$ cat config.mk
export PLATFORM = sky130hd
export DESIGN_NAME = tone_decoder
export DESIGN_NICKNAME = d
export VERILOG_FILES = /design/src/rtl/tone_pkg.sv /design/src/rtl/audio_edge_sync.sv /design/src/rtl/tone_decoder.sv
export SDC_FILE = /design/constraint.sdc
export NUM_CORES = 1
export LEC_CHECK = 0
export CORE_MARGIN = 2
export CORE_UTILIZATION = 35
export CTS_CLUSTER_DIAMETER = 200
export CTS_CLUSTER_SIZE = 28
export DETAILED_ROUTE_END_ITERATION = 8
export SLEW_MARGIN = 25
export SYNTH_ARGS = -nofsm -noshare
export SYNTH_HDL_FRONTEND = slang
export SYNTH_SLANG_ARGS = --single-unit
$ cat constraint.sdc
create_clock -name clk -period 5.1 [get_ports clk]
set_clock_uncertainty 0.1 [all_clocks]
set_input_delay 1.02 -clock clk [delete_from_list [all_inputs] [get_ports clk]]
set_output_delay 1.02 -clock clk [all_outputs]
set_load 0.05 [all_outputs]
$ cat src/rtl/tone_pkg.sv
// Shared constants and types for the tone decoder: the generator's note
// divider table, per-note acceptance thresholds and the decode FSM states.
package tone_pkg;

  localparam int unsigned NUM_NOTES = 12;

  // Normalised half-period range covered by one octave (m = P >> (8 - octave)).
  localparam logic [9:0] M_MIN = 10'd264;
  localparam logic [9:0] M_MAX = 10'd527;

  // Nominal divider per note (0=A ... 11=G#), as used by the generator.
  localparam logic [9:0] NOTE_NOM [NUM_NOTES] = '{
    10'd512, 10'd483, 10'd456, 10'd431, 10'd406, 10'd384,
    10'd362, 10'd342, 10'd323, 10'd304, 10'd287, 10'd271
  };

  // Lower acceptance bound per note; the first entry with m >= LO wins.
  localparam logic [9:0] NOTE_LO [NUM_NOTES] = '{
    10'd498, 10'd470, 10'd444, 10'd419, 10'd395, 10'd373,
    10'd352, 10'd333, 10'd314, 10'd296, 10'd279, 10'd264
  };

  typedef enum logic [1:0] {
    IDLE   = 2'd0,
    NORM   = 2'd1,
    MATCH  = 2'd2,
    REPORT = 2'd3
  } dec_state_e;

  // Linear note index across octaves: octave*12 + note (max 95).
  function automatic logic [6:0] full_note(input logic [2:0] oct, input logic [3:0] nt);
    return ({4'd0, oct} * 7'd12) + {3'd0, nt};
  endfunction

endpackage

$ cat src/rtl/audio_edge_sync.sv
// Brings the asynchronous speaker line into the clock domain and emits a
// registered one-cycle pulse for every rising or falling transition.
module audio_edge_sync (
  input  logic clk,
  input  logic rst,
  input  logic audio_in,
  output logic edge_pulse
);

  logic sync1_r;
  logic sync2_r;
  logic prev_r;

  // Two-flop synchroniser, delayed copy and registered both-edge detector.
  always_ff @(posedge clk) begin
    if (rst) begin
      sync1_r    <= 1'b0;
      sync2_r    <= 1'b0;
      prev_r     <= 1'b0;
      edge_pulse <= 1'b0;
    end else begin
      sync1_r    <= audio_in;
      sync2_r    <= sync1_r;
      prev_r     <= sync2_r;
      edge_pulse <= sync2_r ^ prev_r;
    end
  end

endmodule

$ cat src/rtl/tone_decoder.sv
// Receive-side pitch decoder. Measures the half-period of the square-wave
// input, normalises it to one octave by shifting, looks the result up in the
// note threshold table and reports a note once it has been decoded
// identically STABLE_COUNT times in a row.
module tone_decoder
  import tone_pkg::*;
#(
  parameter int unsigned CNT_W        = 19,
  parameter int unsigned TIMEOUT      = 262144,
  parameter int unsigned STABLE_COUNT = 2
) (
  input  logic       clk,
  input  logic       rst,
  input  logic       audio_in,
  output logic       note_valid,
  output logic       silent,
  output logic [2:0] octave,
  output logic [3:0] note,
  output logic [6:0] fullnote,
  output logic       note_strobe,
  output logic       err_strobe
);

  localparam int unsigned STB_W = $clog2(STABLE_COUNT + 1);
  localparam logic [CNT_W-1:0] TIMEOUT_C = CNT_W'(TIMEOUT);
  localparam logic [STB_W-1:0] STABLE_C  = STB_W'(STABLE_COUNT);

  // Edge detection and half-period counter
  logic             edge_s;
  logic [CNT_W-1:0] cnt_r;
  logic             first_edge_r;
  logic             capture_s;
  logic             silence_s;

  // Decode datapath
  dec_state_e       state_r;
  logic [CNT_W-1:0] p_r;
  logic [2:0]       oct_r;
  logic [9:0]       m_r;
  logic [3:0]       idx_r;
  logic [STB_W-1:0] stable_r;
  logic [2:0]       cand_oct_r;
  logic [3:0]       cand_note_r;

  logic [3:0]       shamt_s;
  logic [CNT_W-1:0] shifted_s;
  logic             in_range_s;
  logic             cand_match_s;
  logic [STB_W-1:0] stable_nxt_s;
  logic             report_s;

  audio_edge_sync u_sync (
    .clk        (clk),
    .rst        (rst),
    .audio_in   (audio_in),
    .edge_pulse (edge_s)
  );

  // The first edge after reset or silence only starts timing; it has no
  // preceding edge to measure against.
  assign capture_s = edge_s & ~first_edge_r;
  assign silence_s = ~edge_s & (cnt_r == TIMEOUT_C);

  // Half-period counter, first-edge tracking and silence detection.
  always_ff @(posedge clk) begin
    if (rst) begin
      cnt_r        <= '0;
      first_edge_r <= 1'b1;
      silent       <= 1'b1;
    end else if (edge_s) begin
      cnt_r        <= CNT_W'(1'b1);
      first_edge_r <= 1'b0;
      silent       <= 1'b0;
    end else if (cnt_r == TIMEOUT_C) begin
      silent       <= 1'b1;
      first_edge_r <= 1'b1;
    end else begin
      cnt_r        <= cnt_r + CNT_W'(1'b1);
    end
  end

  // Octave normalisation: compare on the full counter width so large
  // periods are rejected rather than wrapping into range.
  always_comb begin
    shamt_s    = 4'd8 - {1'b0, oct_r};
    shifted_s  = p_r >> shamt_s;
    in_range_s = (shifted_s >= CNT_W'(M_MIN)) && (shifted_s <= CNT_W'(M_MAX));
  end

  // Stability counter update for the decode finishing in REPORT.
  always_comb begin
    cand_match_s = (cand_oct_r == oct_r) && (cand_note_r == idx_r);
    stable_nxt_s = STB_W'(1'b1);
    if (cand_match_s) begin
      if (stable_r >= STABLE_C) begin
        stable_nxt_s = STABLE_C;
      end else begin
        stable_nxt_s = stable_r + STB_W'(1'b1);
      end
    end else begin
      stable_nxt_s = STB_W'(1'b1);
    end
    report_s = (stable_nxt_s == STABLE_C) &&
               (({oct_r, idx_r} != {octave, note}) || !note_valid);
  end

  // Decode FSM with registered note outputs and strobes.
  always_ff @(posedge clk) begin
    if (rst) begin
      state_r     <= IDLE;
      p_r         <= '0;
      oct_r       <= 3'd0;
      m_r         <= 10'd0;
      idx_r       <= 4'd0;
      stable_r    <= '0;
      cand_oct_r  <= 3'd0;
      cand_note_r <= 4'd0;
      note_valid  <= 1'b0;
      octave      <= 3'd0;
      note        <= 4'd0;
      fullnote    <= 7'd0;
      note_strobe <= 1'b0;
      err_strobe  <= 1'b0;
    end else begin
      note_strobe <= 1'b0;
      err_strobe  <= 1'b0;
      case (state_r)
        IDLE: begin
          if (capture_s) begin
            p_r     <= cnt_r;
            oct_r   <= 3'd0;
            state_r <= NORM;
          end else begin
            state_r <= IDLE;
          end
        end
        NORM: begin
          if (in_range_s) begin
            m_r     <= shifted_s[9:0];
            idx_r   <= 4'd0;
            state_r <= MATCH;
          end else if (oct_r == 3'd7) begin
            err_strobe <= 1'b1;
            stable_r   <= '0;
            state_r    <= IDLE;
          end else begin
            oct_r <= oct_r + 3'd1;
          end
        end
        MATCH: begin
          // m >= M_MIN guarantees a hit by the last entry.
          if ((m_r >= NOTE_LO[idx_r]) || (idx_r >= 4'd11)) begin
            state_r <= REPORT;
          end else begin
            idx_r <= idx_r + 4'd1;
          end
        end
        REPORT: begin
          stable_r    <= stable_nxt_s;
          cand_oct_r  <= oct_r;
          cand_note_r <= idx_r;
          if (report_s && !capture_s) begin
            octave      <= oct_r;
            note        <= idx_r;
            fullnote    <= full_note(oct_r, idx_r);
            note_valid  <= 1'b1;
            note_strobe <= 1'b1;
          end else begin
            note_valid  <= note_valid;
          end
          state_r <= IDLE;
        end
        default: begin
          state_r <= IDLE;
        end
      endcase

      // A period that arrives while the previous one is still being decoded
      // cannot be processed; flag it and restart the stability run.
      if (capture_s && (state_r != IDLE)) begin
        err_strobe <= 1'b1;
        stable_r   <= '0;
      end

      if (silence_s) begin
        note_valid <= 1'b0;
        stable_r   <= '0;
      end
    end
  end

endmodule

* Yosys cells after proc, flatten, opt, wreduce, memory -nomap -nowiden
Memories as Yosys holds them, arrays and structs flattened.
Index checks and enable logic that the tools add are counted.
** Word-level totals
- Logic and storage cells :: 114
- Memories :: 1
- Bits in read-only memories :: 160
- Output and inout port bits :: 18
- Register bits after elaboration :: 88
** Cells by class
- Bitwise gates (word level) :: 7
- Reductions and logical operators :: 26
- Add/subtract/negate cells :: 6
- $mul :: 1
- Equality and inequality tests :: 18
- Muxes and demuxes :: 27
- Magnitude comparators :: 6
- Shift operators :: 1
** Memory list
- (name not given) :: words 16, width 10, rd ports 1, clocked after Yosys merged registers in 0, wr ports 0, line tone_decoder.sv:152 : if ((m_r >= NOTE_LO[idx_r]) || (idx_r >= 4'd11)) begin
** Operator list (count)
- $mux W10 :: 2
- $add A19 B1 Y19 const B :: 1
- $eq A19 B19 Y1 const B :: 1
- $ge A19 B9 Y1 const B :: 1
- $le A19 B10 Y1 const B :: 1
- $shr A19 B4 Y19 :: 1
- $ne A2 B2 Y1 const B :: 7
- $mux W2 :: 6
- $ge A10 B10 Y1 :: 1
- $mux W1 :: 10
- $reduce_bool A2 Y1 :: 5
- $mux W3 :: 3
- $mux W4 :: 2
- $pmux W2 S4 :: 1
- $pmux W4 S2 :: 1
- $reduce_and A2 Y1 :: 4
- $add A7 B4 Y7 :: 1
- $ne A7 B7 Y1 :: 1
- $eq A2 B2 Y1 const B :: 3
- $pmux W3 S2 :: 1
- $reduce_and A3 Y1 :: 2
- $reduce_or A2 Y1 :: 3
- $ge A5 B5 Y1 const B :: 1
- $logic_and A1 B1 Y1 :: 5
- other kinds (23) :: 28

* Depth between registers and ports, before layout
- Depth in word-level cells :: 8
- Depth in mapped cells :: 16

* Hierarchy
Synthesis repeated with hierarchy kept, for this count alone.
** Second synthesis, totals
- Cell total of the unflattened synthesis :: 601
- Area total of the unflattened synthesis :: 5108.6 um2
** By module, submodules not included
- tone_decoder :: cells each 592, instances 1, area an instance 4997.3 um2
- audio_edge_sync :: cells each 9, instances 1, area an instance 111.4 um2

* Least setup slack after synthesis
OpenSTA, ideal clock, no wires.
- Kind :: register -> register
- Start :: register oct_r[0]
- End :: register m_r[5]
- Period minus slack after synthesis :: 3.649 ns
- Setup time :: 0.121 ns
- Data arrival time :: 3.428 ns
- Path slack :: 1.451 ns
- Required time :: 4.879 ns
- Stages on the path, launching flop included :: 14
- Path through :: dfxtp_1 -> clkbuf_1 -> inv_1 -> clkbuf_1 -> ha_1 -> buf_6 -> mux4_2 -> mux4_2 -> clkinv_1 -> o2111a_2 -> and4_1 -> o211a_1 -> buf_6 -> mux2_4
** Between the ends
- Longest elaborated chain between the ends :: 5
- Elaborated cells on any way between the ends :: 6
- Those cells by class :: add/sub: 1; order compare: 2; shift: 1; reduce/logical: 2
** RTL lines
- start: declaration :: line tone_decoder.sv:38 : logic [2:0] oct_r;
- start signal: assignment :: line tone_decoder.sv:147 : oct_r <= oct_r + 3'd1;
- $sub A4 B3 Y4 * :: line tone_decoder.sv:85 : shamt_s = 4'd8 - {1'b0, oct_r};
- $shr A19 B4 Y19 * :: line tone_decoder.sv:86 : shifted_s = p_r >> shamt_s;
- $ge A19 B9 Y1 or $le A19 B10 Y1 (tied branches) :: line tone_decoder.sv:87 : in_range_s = (shifted_s >= CNT_W'(M_MIN)) && (shifted_s <= CNT_W'(M_MAX));
- $logic_and A1 B1 Y1 :: line tone_decoder.sv:87
- $reduce_and A2 Y1 (no source line)
- end signal: assignment :: line tone_decoder.sv:139 : m_r <= shifted_s[9:0];
- end: declaration :: line tone_decoder.sv:39 : logic [9:0] m_r;
Every way passes the cells marked *; elsewhere a longest branch is shown, timed or not.
A chain may end at the register's enable or synchronous reset.

* Worst setup path in the final report
- Start :: register oct_r[1]
- End :: register m_r[3]
Same word-level chain as after synthesis.

==> impl_metrics.yaml <==
hold_path:
  hold_path.class: "register to register"
power:
  p_comb_share_pct: 2.9
  power.density_nw_per_um2: 247
  vdd_drop_max_mv: 0.195
  p_leak_nw: 2.13
  switching_share_pct: 20.7
  internal_power_mw: 1.13
  clock_power_share_pct: 49.4
  p_sw_uw: 295
  power_frac_seq_pct: 47.7
layout:
  drive_gt1_share_pct: 9.00
  synthToLayoutAreaGrowth_pct: 11.4
  seqCellArea_um2: 1720
  diodes: 0
  multiInputGateArea_um2: 3190
  final_cell_mix: "dfxtp_1, nand2_1, a21oi_1"
  final_nets: 634
  fillCellCount: 1447
  mostFrequentLayoutCell: "dfxtp_1"
  utilization_pct: 39.9
clock_network:
  cts.sinks: 86
  cts_buffers: 9
  h-tree-depth: 3
  clock-root-buffer: "clkbuf_16"
  cts_buffer_depth: 2
  hold_buffers: 0
  cts_tree: "built"
  cts_resized: 0
  cts.reportedPaths.clkPinSlew_ps: 60
  clkLatencyLatePin_ps: 340
  post_cts.repair.setup_buffers: 0
die:
  coreArea_um2: 14500
  die_w_um: 126
  num_rows: 44
  die_y_um: 126
  dieArea_um2: 15800
  ios: 21
  start_util_pct: 35.8
yosys:
  synth-seq-cells: 86
  async_flop_share_pct: 0
  yosysUniqueCellTypes: 64
  synthCells: 614
  synthesis.area_um2: 5180
  yosysWarnings: 0
  synth_ff_type: "dfxtp_1"
  syn_area_per_cell_um2: 8.44
  synth_edf_count: 0
  syn-num-nets: 641
  ys_seq_area_share_pct: 33.2
grt:
  gr-total-overflow: 0
  grt_max_degree: 52
  gr-usage-all-layers_pct: 15.8
  grt_pass1_vias: 4038
  grt_pass1_wl_mm: 20.5
  antenna_found_initial: 0
sta:
  fin_setup_tns_ps: 0
  setup-violations-final: 0
  max_freq_ghz: 0.236
  slew_headroom_pct: 41.0
  hold_viol: 0
  worst_pin_slew_ps: 886
  post-route-period-util_pct: 83.1
  rsz0062_at_grt: "no"
  min_period_ps: 4240
  slew_violations: 0
routing:
  first_pass_iters: 4
  route.detailed.drc: 0
  drt-vias-per-instance: 5.42
  vias: 4307
  drtIter0Drc: 193
  wl_mm: 12.2
  ant_nets: 0
  avgRoutedWirePerCell_um: 15.4
worst_setup_path:
  slowest_stage: "ha_1"
  cp_data_arrival_time_ps: 4370
  worstPathCellList: "inv_1 -> ha_1 -> buf_4 -> mux2_2 -> a221oi_1 -> o211a_1 -> o2111a_2 -> and4_1 -> o211a_1 -> mux2_2"
  crit_path_max_incr_delay_ps: 680
  worst-setup-path-type: "register to register"
  cp_max_fo: 23
  critPathCaptureType: "register"
  cp.required_ps: 5230
  critPathLaunchType: "register"
placement:
  hpwlAfterDp_mm: 8.77
  gp_congestion: 0.835
  io_buffer_count: 20
outcome:
  run_status: "finished, final reports clean"
flow_run:
  drv_cap: 0
per-stage QoR:
| step | hold slack [ps] | power (mW) | setup slack [ps] | cells | area (um2) |
|---|---|---|---|---|---|
| 5_1_grt | 370 | 1.48 | 561 | 795 | 5780 |
| 3_5_place_dp | 332 | 0.737 | 861 | 780 | 5450 |
| 4_1_cts | 357 | 1.44 | 832 | 795 | 5760 |
| 2_1_floorplan | 314 | 0.727 | 1450 | 614 | 5180 |
| 3_3_place_gp | 337 | 0.736 | 1030 | 780 | 5450 |
| 6_report | 349 | 1.43 | 861 | 795 | 5780 |
flip-flops by register name, indices dropped and copies added (netlist names), 2 cells and up, named ones only:
name / flops
idx_r: 4
octave: 3
stable_r: 2
cand_oct_r: 3
fullnote: 5
note: 4
cand_note_r: 4
p_r: 19
m_r: 10
cnt_r: 19
oct_r: 3
cell usage after synthesis (5+ instances only):
| cell type | count | area [um2] |
|---|---|---|
| dfxtp_1 | 86 | 1720 |
| nand2_1 | 77 | 289 |
| a21oi_1 | 55 | 275 |
| nor2_1 | 53 | 199 |
| clkbuf_1 | 28 | 105 |
| xor2_1 | 23 | 201 |
| ha_1 | 22 | 275 |
| o21ai_0 | 18 | 90.1 |
| inv_1 | 17 | 63.8 |
| mux2i_1 | 17 | 170 |
| nand2b_1 | 16 | 100 |
| nand3_1 | 15 | 75.1 |
| nor2b_1 | 15 | 93.8 |
| o211ai_1 | 15 | 113 |
| mux2_2 | 13 | 146 |
| xnor2_1 | 13 | 114 |
| nor3_1 | 12 | 60.1 |
| a211oi_1 | 9 | 67.6 |
| buf_2 | 9 | 45.0 |
| mux4_2 | 8 | 180 |
| and3_1 | 7 | 43.8 |
| a21o_1 | 5 | 37.5 |
| nand4_1 | 5 | 31.3 |
layout make-up:
class                   count  area share, %
clock buffers              12           4.27
clock inverters             3           1.19
inverters                  18           1.17
multi-input cells         465           55.3
flip-flops and latches     86           29.8
well taps                 184           3.99
repair buffers             27           4.29
cells by family (layout without fill, tap and decap cells):
kind of cell,count (synthesis),count (layout),share of synthesized area [%]
flops,86,86,33.2
compound gates,131,131,16.2
mux,43,43,11.2
xor+xnor,36,36,6.08
buf+inv,63,60,5.57
simple gates,231,231,21.6
fa+ha+maj,24,24,6.08
power by group through the flow:
stage / clock network [mW] / registers (mW) / logic, mW
after detailed placement: 0 / 0.695 / 0.0417
final: 0.704 / 0.680 / 0.0415
after global routing: 0.749 / 0.680 / 0.0461
after floorplan: 0 / 0.695 / 0.0316
after global placement: 0 / 0.695 / 0.0407
after CTS: 0.717 / 0.680 / 0.0419
path summary, 6_finish.rpt:
check                  from        endpoint  slack [ps]  depth (start not counted)
max                oct_r[1]          m_r[3]         860                         10
min          u_sync.sync1_r  u_sync.sync2_r         350                          1
max reg2reg        oct_r[1]          m_r[3]         860                         10
min reg2reg  u_sync.sync1_r  u_sync.sync2_r         350                          1
worst max-delay path, delay by kind of cell (launching register included):
kind,cells,cell delay [ps]
simple gates,1,240
buf+inv,2,540
flops,1,520
mux,2,760
compound gates,4,1270
fa+ha+maj,1,680
layer usage:
metal  share of wire, %  vias to the layer above  track usage, %
li1                   -                     2145               -
met1                 49                     2066            22.5
met2                 46                       80            24.3
met3                3.4                       16            2.34
met4                1.6                        0            5.69
met5                  0                        -               0
Note: power is estimated with default switching activity, not from simulation.
